===== config.mk =====
export PLATFORM = sky130hd
export DESIGN_NAME = tiny_alu_seq
export DESIGN_NICKNAME = d
export VERILOG_FILES = /design/src/rtl/tiny_alu_pkg.sv /design/src/rtl/tiny_alu_rfifo.sv /design/src/rtl/tiny_alu_seq_chk.sv /design/src/rtl/tiny_alu_seq.sv
export SDC_FILE = /design/constraint.sdc
export NUM_CORES = 1
export LEC_CHECK = 0
export ABC_AREA = 1
export CAP_MARGIN = 20
export CORE_MARGIN = 2
export CORE_UTILIZATION = 25
export DETAILED_ROUTE_END_ITERATION = 6
export PLACE_DENSITY_LB_ADDON = 0.25
export SLEW_MARGIN = 20
export SYNTH_ARGS = -nofsm -noshare
export SYNTH_HDL_FRONTEND = slang
export SYNTH_HIERARCHICAL = 1
export SYNTH_SLANG_ARGS = --single-unit

===== constraint.sdc =====
create_clock -name clk -period 5.2 [get_ports clk]
set_input_delay 0.78 -clock clk [delete_from_list [all_inputs] [get_ports clk]]
set_output_delay 0.78 -clock clk [all_outputs]
set_load 0.1 [all_outputs]

===== src/rtl/tiny_alu_pkg.sv =====
// Shared constants, tag type and popcount helper for the tiny_alu datapath.
package tiny_alu_pkg;

  localparam int   W       = 4;
  localparam logic OP_XOR  = 1'b0;
  localparam logic OP_AND  = 1'b1;
  localparam int   ALU_LAT = 2;
  localparam int   TAG_W   = ALU_LAT + 1;

  typedef logic [TAG_W-1:0] tag_t;

  function automatic logic [1:0] tag_popcount(input tag_t v);
    logic [1:0] n;
    n = 2'd0;
    for (int i = 0; i < TAG_W; i++) begin
      n = n + {1'b0, v[i]};
    end
    return n;
  endfunction

endpackage


===== src/rtl/tiny_alu_rfifo.sv =====
// Circular result FIFO with wrap-around pointers and a separate occupancy count.
module tiny_alu_rfifo #(
  parameter int W     = 4,
  parameter int DEPTH = 4
) (
  input  logic                     clk,
  input  logic                     rst,
  input  logic                     push,
  input  logic [W-1:0]             push_data,
  input  logic                     pop,
  output logic [W-1:0]             head,
  output logic [$clog2(DEPTH):0]   count,
  output logic                     empty,
  output logic                     full
);

  localparam int AW = $clog2(DEPTH);

  logic [W-1:0]  mem_r [DEPTH];
  logic [AW-1:0] wr_ptr_r;
  logic [AW-1:0] rd_ptr_r;
  logic [AW:0]   count_r;
  logic          do_push_s;
  logic          do_pop_s;

  assign empty     = (count_r == {(AW+1){1'b0}});
  assign full      = (count_r == (AW+1)'(DEPTH));
  assign count     = count_r;
  assign do_push_s = push && !full;
  assign do_pop_s  = pop && !empty;

  // storage write; contents are only observed through head when non-empty
  always_ff @(posedge clk) begin
    if (do_push_s) begin
      mem_r[wr_ptr_r] <= push_data;
    end
  end

  // pointers and occupancy
  always_ff @(posedge clk or posedge rst) begin
    if (rst) begin
      wr_ptr_r <= {AW{1'b0}};
      rd_ptr_r <= {AW{1'b0}};
      count_r  <= {(AW+1){1'b0}};
    end else begin
      if (do_push_s) wr_ptr_r <= wr_ptr_r + AW'(1);
      if (do_pop_s)  rd_ptr_r <= rd_ptr_r + AW'(1);
      case ({do_push_s, do_pop_s})
        2'b10:   count_r <= count_r + (AW+1)'(1);
        2'b01:   count_r <= count_r - (AW+1)'(1);
        default: count_r <= count_r;
      endcase
    end
  end

  // head is forced to zero while empty so stale entries never leak out
  always_comb begin
    head = {W{1'b0}};
    if (!empty) begin
      head = mem_r[rd_ptr_r];
    end else begin
      head = {W{1'b0}};
    end
  end

endmodule


===== src/rtl/tiny_alu_seq_chk.sv =====
// Invariant checker for the sequencer: credits must keep the FIFO from overflowing.
module tiny_alu_seq_chk #(
  parameter int DEPTH = 4
) (
  input logic                   clk,
  input logic                   rst,
  input logic                   push,
  input logic                   full,
  input logic [$clog2(DEPTH):0] count
);

  // sampled every edge outside reset
  always @(posedge clk) begin
    if (!rst) begin
      assert (!(push && full))
        else $error("tiny_alu_seq: result push while FIFO full");
      assert (count <= ($clog2(DEPTH)+1)'(DEPTH))
        else $error("tiny_alu_seq: FIFO count %0d exceeds depth", count);
    end
  end

endmodule


===== src/rtl/tiny_alu_seq.sv =====
// Command sequencer around tiny_alu: issues a/b/op, tracks latency with tags, buffers y.
module tiny_alu_seq
  import tiny_alu_pkg::*;
#(
  parameter int W     = tiny_alu_pkg::W,
  parameter int DEPTH = 4
) (
  input  logic         clk,
  input  logic         rst,
  input  logic         cmd_valid,
  output logic         cmd_ready,
  input  logic         cmd_op,
  input  logic [W-1:0] cmd_a,
  input  logic [W-1:0] cmd_b,
  output logic [W-1:0] alu_a,
  output logic [W-1:0] alu_b,
  output logic         alu_op,
  input  logic [W-1:0] alu_y,
  output logic         res_valid,
  input  logic         res_ready,
  output logic [W-1:0] res_data,
  output logic         busy
);

  localparam int AW = $clog2(DEPTH);
  localparam int CW = AW + 2;

  tag_t          tags_r;
  logic          op_pipe_r;
  logic          accept_s;
  logic          push_s;
  logic [AW:0]   count_s;
  logic          empty_s;
  logic          full_s;
  logic [CW-1:0] total_s;

  // credits come from registered state only; a same-cycle pop is not anticipated
  assign total_s   = CW'(tag_popcount(tags_r)) + CW'(count_s);
  assign cmd_ready = (total_s < CW'(DEPTH));
  assign accept_s  = cmd_valid && cmd_ready;
  assign push_s    = tags_r[TAG_W-1];
  assign res_valid = !empty_s;
  assign busy      = (|tags_r) || (count_s != {(AW+1){1'b0}});

  // in-flight tags; the top bit lines up with y being valid for this command
  always_ff @(posedge clk or posedge rst) begin
    if (rst) begin
      tags_r <= {TAG_W{1'b0}};
    end else begin
      tags_r <= {tags_r[TAG_W-2:0], accept_s};
    end
  end

  // operands go out at the accept edge, op one edge later to meet the ALU's sampling
  always_ff @(posedge clk or posedge rst) begin
    if (rst) begin
      alu_a     <= {W{1'b0}};
      alu_b     <= {W{1'b0}};
      op_pipe_r <= 1'b0;
      alu_op    <= 1'b0;
    end else begin
      if (accept_s) begin
        alu_a     <= cmd_a;
        alu_b     <= cmd_b;
        op_pipe_r <= cmd_op;
      end
      alu_op <= op_pipe_r;
    end
  end

  tiny_alu_rfifo #(
    .W     (W),
    .DEPTH (DEPTH)
  ) u_rfifo (
    .clk       (clk),
    .rst       (rst),
    .push      (push_s),
    .push_data (alu_y),
    .pop       (res_ready),
    .head      (res_data),
    .count     (count_s),
    .empty     (empty_s),
    .full      (full_s)
  );

  tiny_alu_seq_chk #(
    .DEPTH (DEPTH)
  ) u_chk (
    .clk   (clk),
    .rst   (rst),
    .push  (push_s),
    .full  (full_s),
    .count (count_s)
  );

endmodule


# After elaboration in Yosys (flattened, before gate mapping)
# Memories as Yosys holds them, arrays and structs flattened.
# Cells that the tools add are included.
dict set report totals {
  ram_bits 16
  input_bits 17
  regBits 20
  n_memories 1
  wordCells 34
  out_inout_bits 16
}
# memory depth word_bits read_ports rd_ports_with_merged_regs wr line
set memory_table {}
lappend memory_table {u_rfifo.mem_r 4 4 1 0 1 tiny_alu_rfifo.sv:19} ;# logic [W-1:0] mem_r [DEPTH];
dict set report op_classes {
  eq_ne 3
  n_lt_le_gt_ge 1
  n_reduce_logical 10
  muxes 4
  addsub 7
}
# op count
set ops {}
lappend ops {{one-hot mux 3 bit (2 select lines)} 1}
lappend ops {{adder 2 x 1 -> 2 bit (second input constant)} 2}
lappend ops {{adder 2 x 3 -> 4 bit} 1}
lappend ops {{< comparator 4 x 3 -> 1 bit (second input constant)} 1}
lappend ops {{two-way mux 4 bit} 1}
lappend ops {{adder 3 x 1 -> 3 bit (second input constant)} 1}
lappend ops {{== test 3 bit (second input constant)} 1}
lappend ops {{logical AND 1 bit} 3}
lappend ops {{zero test 3 bit} 1}
lappend ops {{nonzero test 3 bit} 1}
lappend ops {{OR reduction 3 bit} 1}
lappend ops {{subtractor 3 x 1 -> 3 bit (second input constant)} 1}
lappend ops {{adder 1 x 1 -> 2 bit} 1}
lappend ops {{adder 2 x 1 -> 2 bit} 1}
lappend ops {{== test 2 x 1 -> 1 bit (second input constant)} 1}
lappend ops {{== test 2 bit (second input constant)} 1}
lappend ops {{zero test 1 bit} 2}
lappend ops {{two-way mux 1 bit} 2}
lappend ops {{nonzero test 2 bit} 1}
lappend ops {{logical OR 1 bit} 1}

# Longest topological paths before layout
# Gate-level depths: netlist (run 1).
dict set report logic_depth {
  depth_word 5
  depth_mapped 12
  ltp_nobuf 12
}

# Modules after synthesis
# Netlist (run 1), hierarchy kept.
# mod seq_area_each_um2 cells_per_inst n_inst area_per_inst_um2
set by_module_without_submodules {}
lappend by_module_without_submodules {tiny_alu_rfifo 655.6 122 1 1153.6}
lappend by_module_without_submodules {tiny_alu_seq 325.3 61 1 594.3}

# Worst setup path before layout (run 1)
# OpenSTA, ideal clock, no wires.
dict set report synth_path {
  kind {reg2out}
  startpoint {register u_rfifo.rd_ptr_r[1]}
  endpoint {output port res_data[0]}
  stages_incl_launch_ff 5
  path_buffers 1
  slack_ns 2.287
  t_arrival_ns 2.133
  required_time_ns 4.420
  cell_sequence {dfrtp_1 > buf_6 > inv_1 > nand3_1 > a21oi_1}
}
dict set report synth_via {
  elab_chain_len 2
}
# element line
set synth_lines {}
lappend synth_lines {{start, declared} tiny_alu_rfifo.sv:21} ;# logic [AW-1:0] rd_ptr_r;
lappend synth_lines {{start signal, assigned} tiny_alu_rfifo.sv:43} ;# rd_ptr_r <= {AW{1'b0}};
lappend synth_lines {{start signal, assigned} tiny_alu_rfifo.sv:47} ;# if (do_pop_s) rd_ptr_r <= rd_ptr_r + AW'(1);
lappend synth_lines {{memory (4 x 4 bit)} --}
lappend synth_lines {{two-way mux 4 bit} tiny_alu_rfifo.sv:59} ;# if (!empty) begin
lappend synth_lines {{end, declared} tiny_alu_seq.sv:21} ;# output logic [W-1:0] res_data,
# No other way between the ends.

# Worst setup path after layout (run 1)
dict set report layout_path {
  startpoint {register u_rfifo.count_r[0], in the netlist u_rfifo/count[0]}
  endpoint {output port cmd_ready}
}
dict set report layout_via {
  elab_chain_len 2
}
# element line
set layout_lines {}
lappend layout_lines {{start, declared} tiny_alu_rfifo.sv:22} ;# logic [AW:0] count_r;
lappend layout_lines {{start signal, assigned} tiny_alu_rfifo.sv:44} ;# count_r <= {(AW+1){1'b0}};
lappend layout_lines {{start signal, assigned} tiny_alu_rfifo.sv:49} ;# 2'b10: count_r <= count_r + (AW+1)'(1);
lappend layout_lines {{start signal, assigned} tiny_alu_rfifo.sv:50} ;# 2'b01: count_r <= count_r - (AW+1)'(1);
lappend layout_lines {{adder 2 x 3 -> 4 bit} tiny_alu_seq.sv:38} ;# assign total_s = CW'(tag_popcount(tags_r)) + CW'(count_s);
lappend layout_lines {{< comparator 4 x 3 -> 1 bit} tiny_alu_seq.sv:39} ;# assign cmd_ready = (total_s < CW'(DEPTH));
lappend layout_lines {{end, declared} tiny_alu_seq.sv:11} ;# output logic cmd_ready,
# No other way between the ends.

==> impl_metrics.yaml, run 1 <==
sta:
  timing.final.hold_violations: 0
  finalCriticalPeriod_ns: 3.80
  worst_slew_pin_slew_ns: 0.987
  drv_slew: 0
  rsz0062_at_grt: "no"
  relSlewSlack: 0.340
  fin_skew_ns: 0.00339
  fin_tns_setup_ns: 0
  finalCritPeriodShare: 0.731
  max_freq_mhz: 263
  setup_violations: 0
clock_tree:
  clock-root-buffer: "clkbuf_8"
  clkLatencyLatePin_ns: 0.29
  cts_max_level: 2
  post_cts_resized: 0
  cts_hold_buf: 0
  clock-sinks: 36
  cts_setup_buffers: 0
  cts_buffer_depth: 2
  numCtsBuffers: 5
  clkSlewWorstSetupHoldPaths_ns: 0.07
  cts_tree: "done"
routing:
  first_iter_violations: 46
  top_layer: "met4"
  drt-vias-per-instance: 4.18
  wl_met1_um: 1600
  drc: 0
  via_count: 1242
  dr.pass1.iters: 4
  ant_nets: 0
  met3WireLength_um: 232
  wl_met2_um: 1410
  routed_wl_um: 3280
  routedWlPerCell_um: 11.0
critical_path:
  end_kind: "output pin"
  path_cells: "inv_1, fa_1, inv_1, ha_1, nand3_1, nand2_1, inv_1, clkdlybuf4s50_1"
  cp_common_cell: "inv_1"
  crit_path_max_incr_delay_ns: 1.12
  rr_worst_depth: 8
  crit_type: "reg -> out"
  cp_slowest_cell: "clkdlybuf4s50_1"
  required_ns: 4.42
  critical_path.startpoint_type: "flop"
  arrival_ns: 3.02
  critPathMaxFanout: 11
global_routing:
  grt_pass1_vias: 1192
  grt_util_all_layers: 0.0954
  grt_max_degree: 14
  antenna_found_initial: 0
  grt_remaining_overflow: 0
  grt_pass1_wl_um: 5510
outcome:
  status: "completed"
placement:
  placed_area_um2: 2120
  dpl.hpwl_um: 2410
  post-place-cells: 289
  numPortBuffers: 32
  gp_congestion: 0.751
synthesis:
  avgSynthCellArea_um2: 9.58
  syn_nets: 208
  yosysWarnings: 6
  netlist_instances: 182
  synth_area_um2: 1740
floorplan:
  num_rows: 30
  pin_count: 33
  die-area_um2: 7660
  start_util: 0.258
  fp.coreArea_um2: 6760
  die_x_um: 87.5
  die_h_um: 87.5
final_layout:
  nFillCells: 705
  antenna_cells: 0
  regArea_um2: 981
  multi_input_area_um2: 561
  final_cells: 297
  drive_gt1_frac: 0.0829
  nets: 242
  finalInstanceArea_um2: 2230
  syn2layout_area_growth_pct: 27.9
worst_hold_path:
  hold_depth: 0
  hold_path.class: "reg -> reg"
job:
  drv_cap: 0
[worst max-delay path, delay by kind of cell (launching register included)]
family                     cells  cell delay [ns]
DFF                            1             0.41
and+or+nand+nor                2             0.41
buffers and inverters          4             1.33
adders and majority gates      2             0.58
[worst paths after layout]
| check | from | endpoint | slack (ns) |
|---|---|---|---|
| max | u_rfifo/count[0]$_DFFE_PP0P_ | cmd_ready | 1.40 |
| min | tags_r[1]$_DFF_PP0_ | tags_r[2]$_DFF_PP0_ | 0.38 |
| max reg2reg | u_rfifo/count[0]$_DFFE_PP0P_ | alu_b[2]$_DFFE_PP0P_ | 3.17 |
| min reg2reg | tags_r[1]$_DFF_PP0_ | tags_r[2]$_DFF_PP0_ | 0.38 |
| max in group asynchronous | rst | alu_b[2]$_DFFE_PP0P_ | 4.01 |
| min in group asynchronous | rst | u_rfifo/count[2]$_DFFE_PP0P_ | 0.75 |
[final cells by class]
| cell class | instances | share of cell area |
|---|---|---|
| flip-flops and latches | 36 | 0.440 |
| multi-input cells | 99 | 0.251 |
| repair buffers | 32 | 0.144 |
| inverters | 42 | 0.0707 |
| well taps | 80 | 0.0449 |
| clock buffers | 5 | 0.0308 |
| clock inverters | 3 | 0.0191 |
[routing by layer]
layer	global-route usage	vias to the layer above
met5	0	-
met4	0.0420	0
met3	0.0455	4
met2	0.138	35
met1	0.121	568
li1	-	635
[cells in the final DEF, fill, tap and decap left out, types with 3 or more instances in the layout]
| master | instances |
|---|---|
| edfxtp_1 | 16 |
| nand3_2 | 3 |
| a21oi_1 | 4 |
| nand3_1 | 14 |
| nand4_1 | 10 |
| clkdlybuf4s50_1 | 32 |
| dfrtp_1 | 20 |
| nand2_1 | 48 |
| inv_1 | 37 |
| inv_2 | 5 |
| ha_1 | 7 |
| nor2_1 | 4 |
| clkbuf_8 | 5 |
[sequential cells by signal, summed over array words and instances (netlist names)]
signal	count
u_rfifo/mem_r	16
alu_a	4
alu_b	4
tags_r	3
u_rfifo/count	3
u_rfifo/rd_ptr_r	2
u_rfifo/wr_ptr_r	2
alu_op	1
op_pipe_r	1
[stage by stage]
stage	hold slack, ns	worst slack, ns	utilization
floorplan	0.354	2.29	-
global placement	0.358	1.75	0.314
detailed placement	0.362	1.73	0.314
CTS	0.380	1.36	0.330
global route	0.395	1.22	0.330
finish	0.377	1.40	0.330
Power of run 1 is left out: the tool's default activity adds up to more than one toggle a clock period on the data nets, which glitch-free logic cannot reach.
==> run 2: changes to the inputs <==
Clock period 5.2 ns to 3.12 ns, I/O delays scaled along.
==> run 2 against run 1 <==
First-iteration DRC count grew 20%. Hold slack lost 0.0023 ns. Via count shrank 3.3%. Register-to-register slack lost 2.1 ns. Non-clock buffer count is the same. Clock-buffer cell count grew 2. Die area is the same. Wire length grew 1.0%. Flip-flop and latch count is the same. Clock skew grew 0.0043 ns. Final area shrank 2.6%. Highest routed layer unchanged.
==> impl_metrics.yaml, run 2 (synthesis results as in run 1) <==
final_layout:
  syn2layout_area_growth_pct: 24.6
  largest_reg_flops: 16
  nets: 242
  antenna_cells: 0
  final_common_cell: "nand2_1"
  top_register: "u_rfifo/mem_r"
  reg.largest.list: "u_rfifo/mem_r x16, alu_a x4, alu_b x4"
  finalInstanceArea_um2: 2170
  final_cell_mix: "48 x nand2_1, 37 x inv_1, 20 x dfrtp_1, 16 x clkdlybuf4s50_1, 16 x edfxtp_1"
  drive_gt1_frac: 0.147
  fin_util: 0.322
placement:
  numPortBuffers: 32
  placed_area_um2: 2090
  place_ws_ns: 0.822
  dpl.hpwl_um: 2460
  gp_congestion: 0.748
critical_path:
  reg2reg_to: "alu_a[2]$_DFFE_PP0P_"
  crit_type: "reg -> out"
  critPathMaxFanout: 11
  reg2reg_slack_ns: 1.08
  cp-startpoint: "u_rfifo/count[0]$_DFFE_PP0P_"
  r2r_start: "u_rfifo/count[0]$_DFFE_PP0P_"
  rr_worst_depth: 8
  crit_end: "cmd_ready"
  arrival_ns: 2.11
  end_kind: "output pin"
  critical_path.startpoint_type: "flop"
  required_ns: 2.65
routing:
  routed_wl_um: 3310
  routedWlPerCell_um: 11.1
  dr.pass1.iters: 4
  drt-vias-per-instance: 4.04
  drc: 0
  first_iter_violations: 55
  ant_nets: 0
  via_count: 1201
clock_tree:
  cts_buffer_depth: 2
  clock-sinks: 36
  clock-root-buffer: "clkbuf_8"
  cts_tree: "done"
  clkSlewWorstSetupHoldPaths_ns: 0.07
  cts_setup_buffers: 0
  clkLatencyLatePin_ns: 0.28
  cts_hold_buf: 0
  numCtsBuffers: 5
  post_cts_resized: 0
  cts_max_level: 2
sta:
  worst_slew_pin_slew_ns: 0.496
  drv_slew: 0
  finalCritPeriodShare: 0.828
  timing.final.hold_violations: 0
  finalCriticalPeriod_ns: 2.58
  fin_tns_setup_ns: 0
  max_freq_mhz: 387
  rsz0062_at_grt: "no"
  fin_skew_ns: 0.00766
  setup_violations: 0
  timing.final.ws_setup_ns: 0.537
  relSlewSlack: 0.668
global_routing:
  antenna_found_initial: 0
  grt_remaining_overflow: 0
  grt_util_all_layers: 0.0993
  grt_pass1_vias: 1182
  grt_pass1_wl_um: 5820
  grt_max_degree: 14
floorplan:
  die_x_um: 87.5
  die-area_um2: 7660
  pin_count: 33
  fp.coreArea_um2: 6760
  start_util: 0.258
  die_h_um: 87.5
  num_rows: 30
job:
  drv_cap: 0
outcome:
  status: "completed"
worst_hold_path:
  min_from: "tags_r[0]$_DFF_PP0_"
  hold_path.class: "reg -> reg"
## run 2: cell count changes in the layout (fill, tap and decap cells not counted)
cell             before  now
buf_12                0    1
buf_4                 0   15
bufinv_16             1    0
clkbuf_1              0    2
clkdlybuf4s50_1      32   16
clkinvlp_4            1    0
## run 2: critical path, cell delays in order, from the launching register on
cell and delay (ns):
dfrtp_1 0.41, inv_1 0.09, fa_1 0.36, inv_1 0.06
ha_1 0.21, nand3_1 0.32, nand2_1 0.09, inv_1 0.11
buf_12 0.18
## run 2: worst min path at each step
stage / end / slack [ns] / cells after the start
final: tags_r[1]$_DFF_PP0_ / 0.37 / 0
after global routing: alu_op$_DFF_PP0_ / 0.39 / 0
after CTS: tags_r[1]$_DFF_PP0_ / 0.38 / 0
after detailed placement: tags_r[1]$_DFF_PP0_ / 0.36 / 0
after global placement: tags_r[1]$_DFF_PP0_ / 0.36 / 0
after floorplan: u_rfifo/count[0]$_DFFE_PP0P_ / 0.27 / 1
## run 2: stage by stage
step                instances  hold slack [ns]
global route              297            0.393
finish                    297            0.375
detailed placement        289            0.360
global placement          289            0.357
CTS                       297            0.377
floorplan                 182            0.271
## run 2: final cells by class
cell class	instances	area (µm²)
Timing Repair Buffer	32	293
Inverter	42	158
Clock inverter	1	5.00
Multi-Input combinational cell	99	561
Sequential cell	36	981
Tap cell	80	100
Clock buffer	7	76.3
Fill cell	707	4580
## run 2: routing by layer
layer | GRT usage | vias to the layer above | share of wire
met5 | 0 | - | 0
met4 | 0.0378 | 0 | 0.013
met3 | 0.0370 | 5 | 0.073
met2 | 0.147 | 39 | 0.42
met1 | 0.133 | 525 | 0.49
li1 | - | 632 | -
Power of run 2 is left out for the same reason.
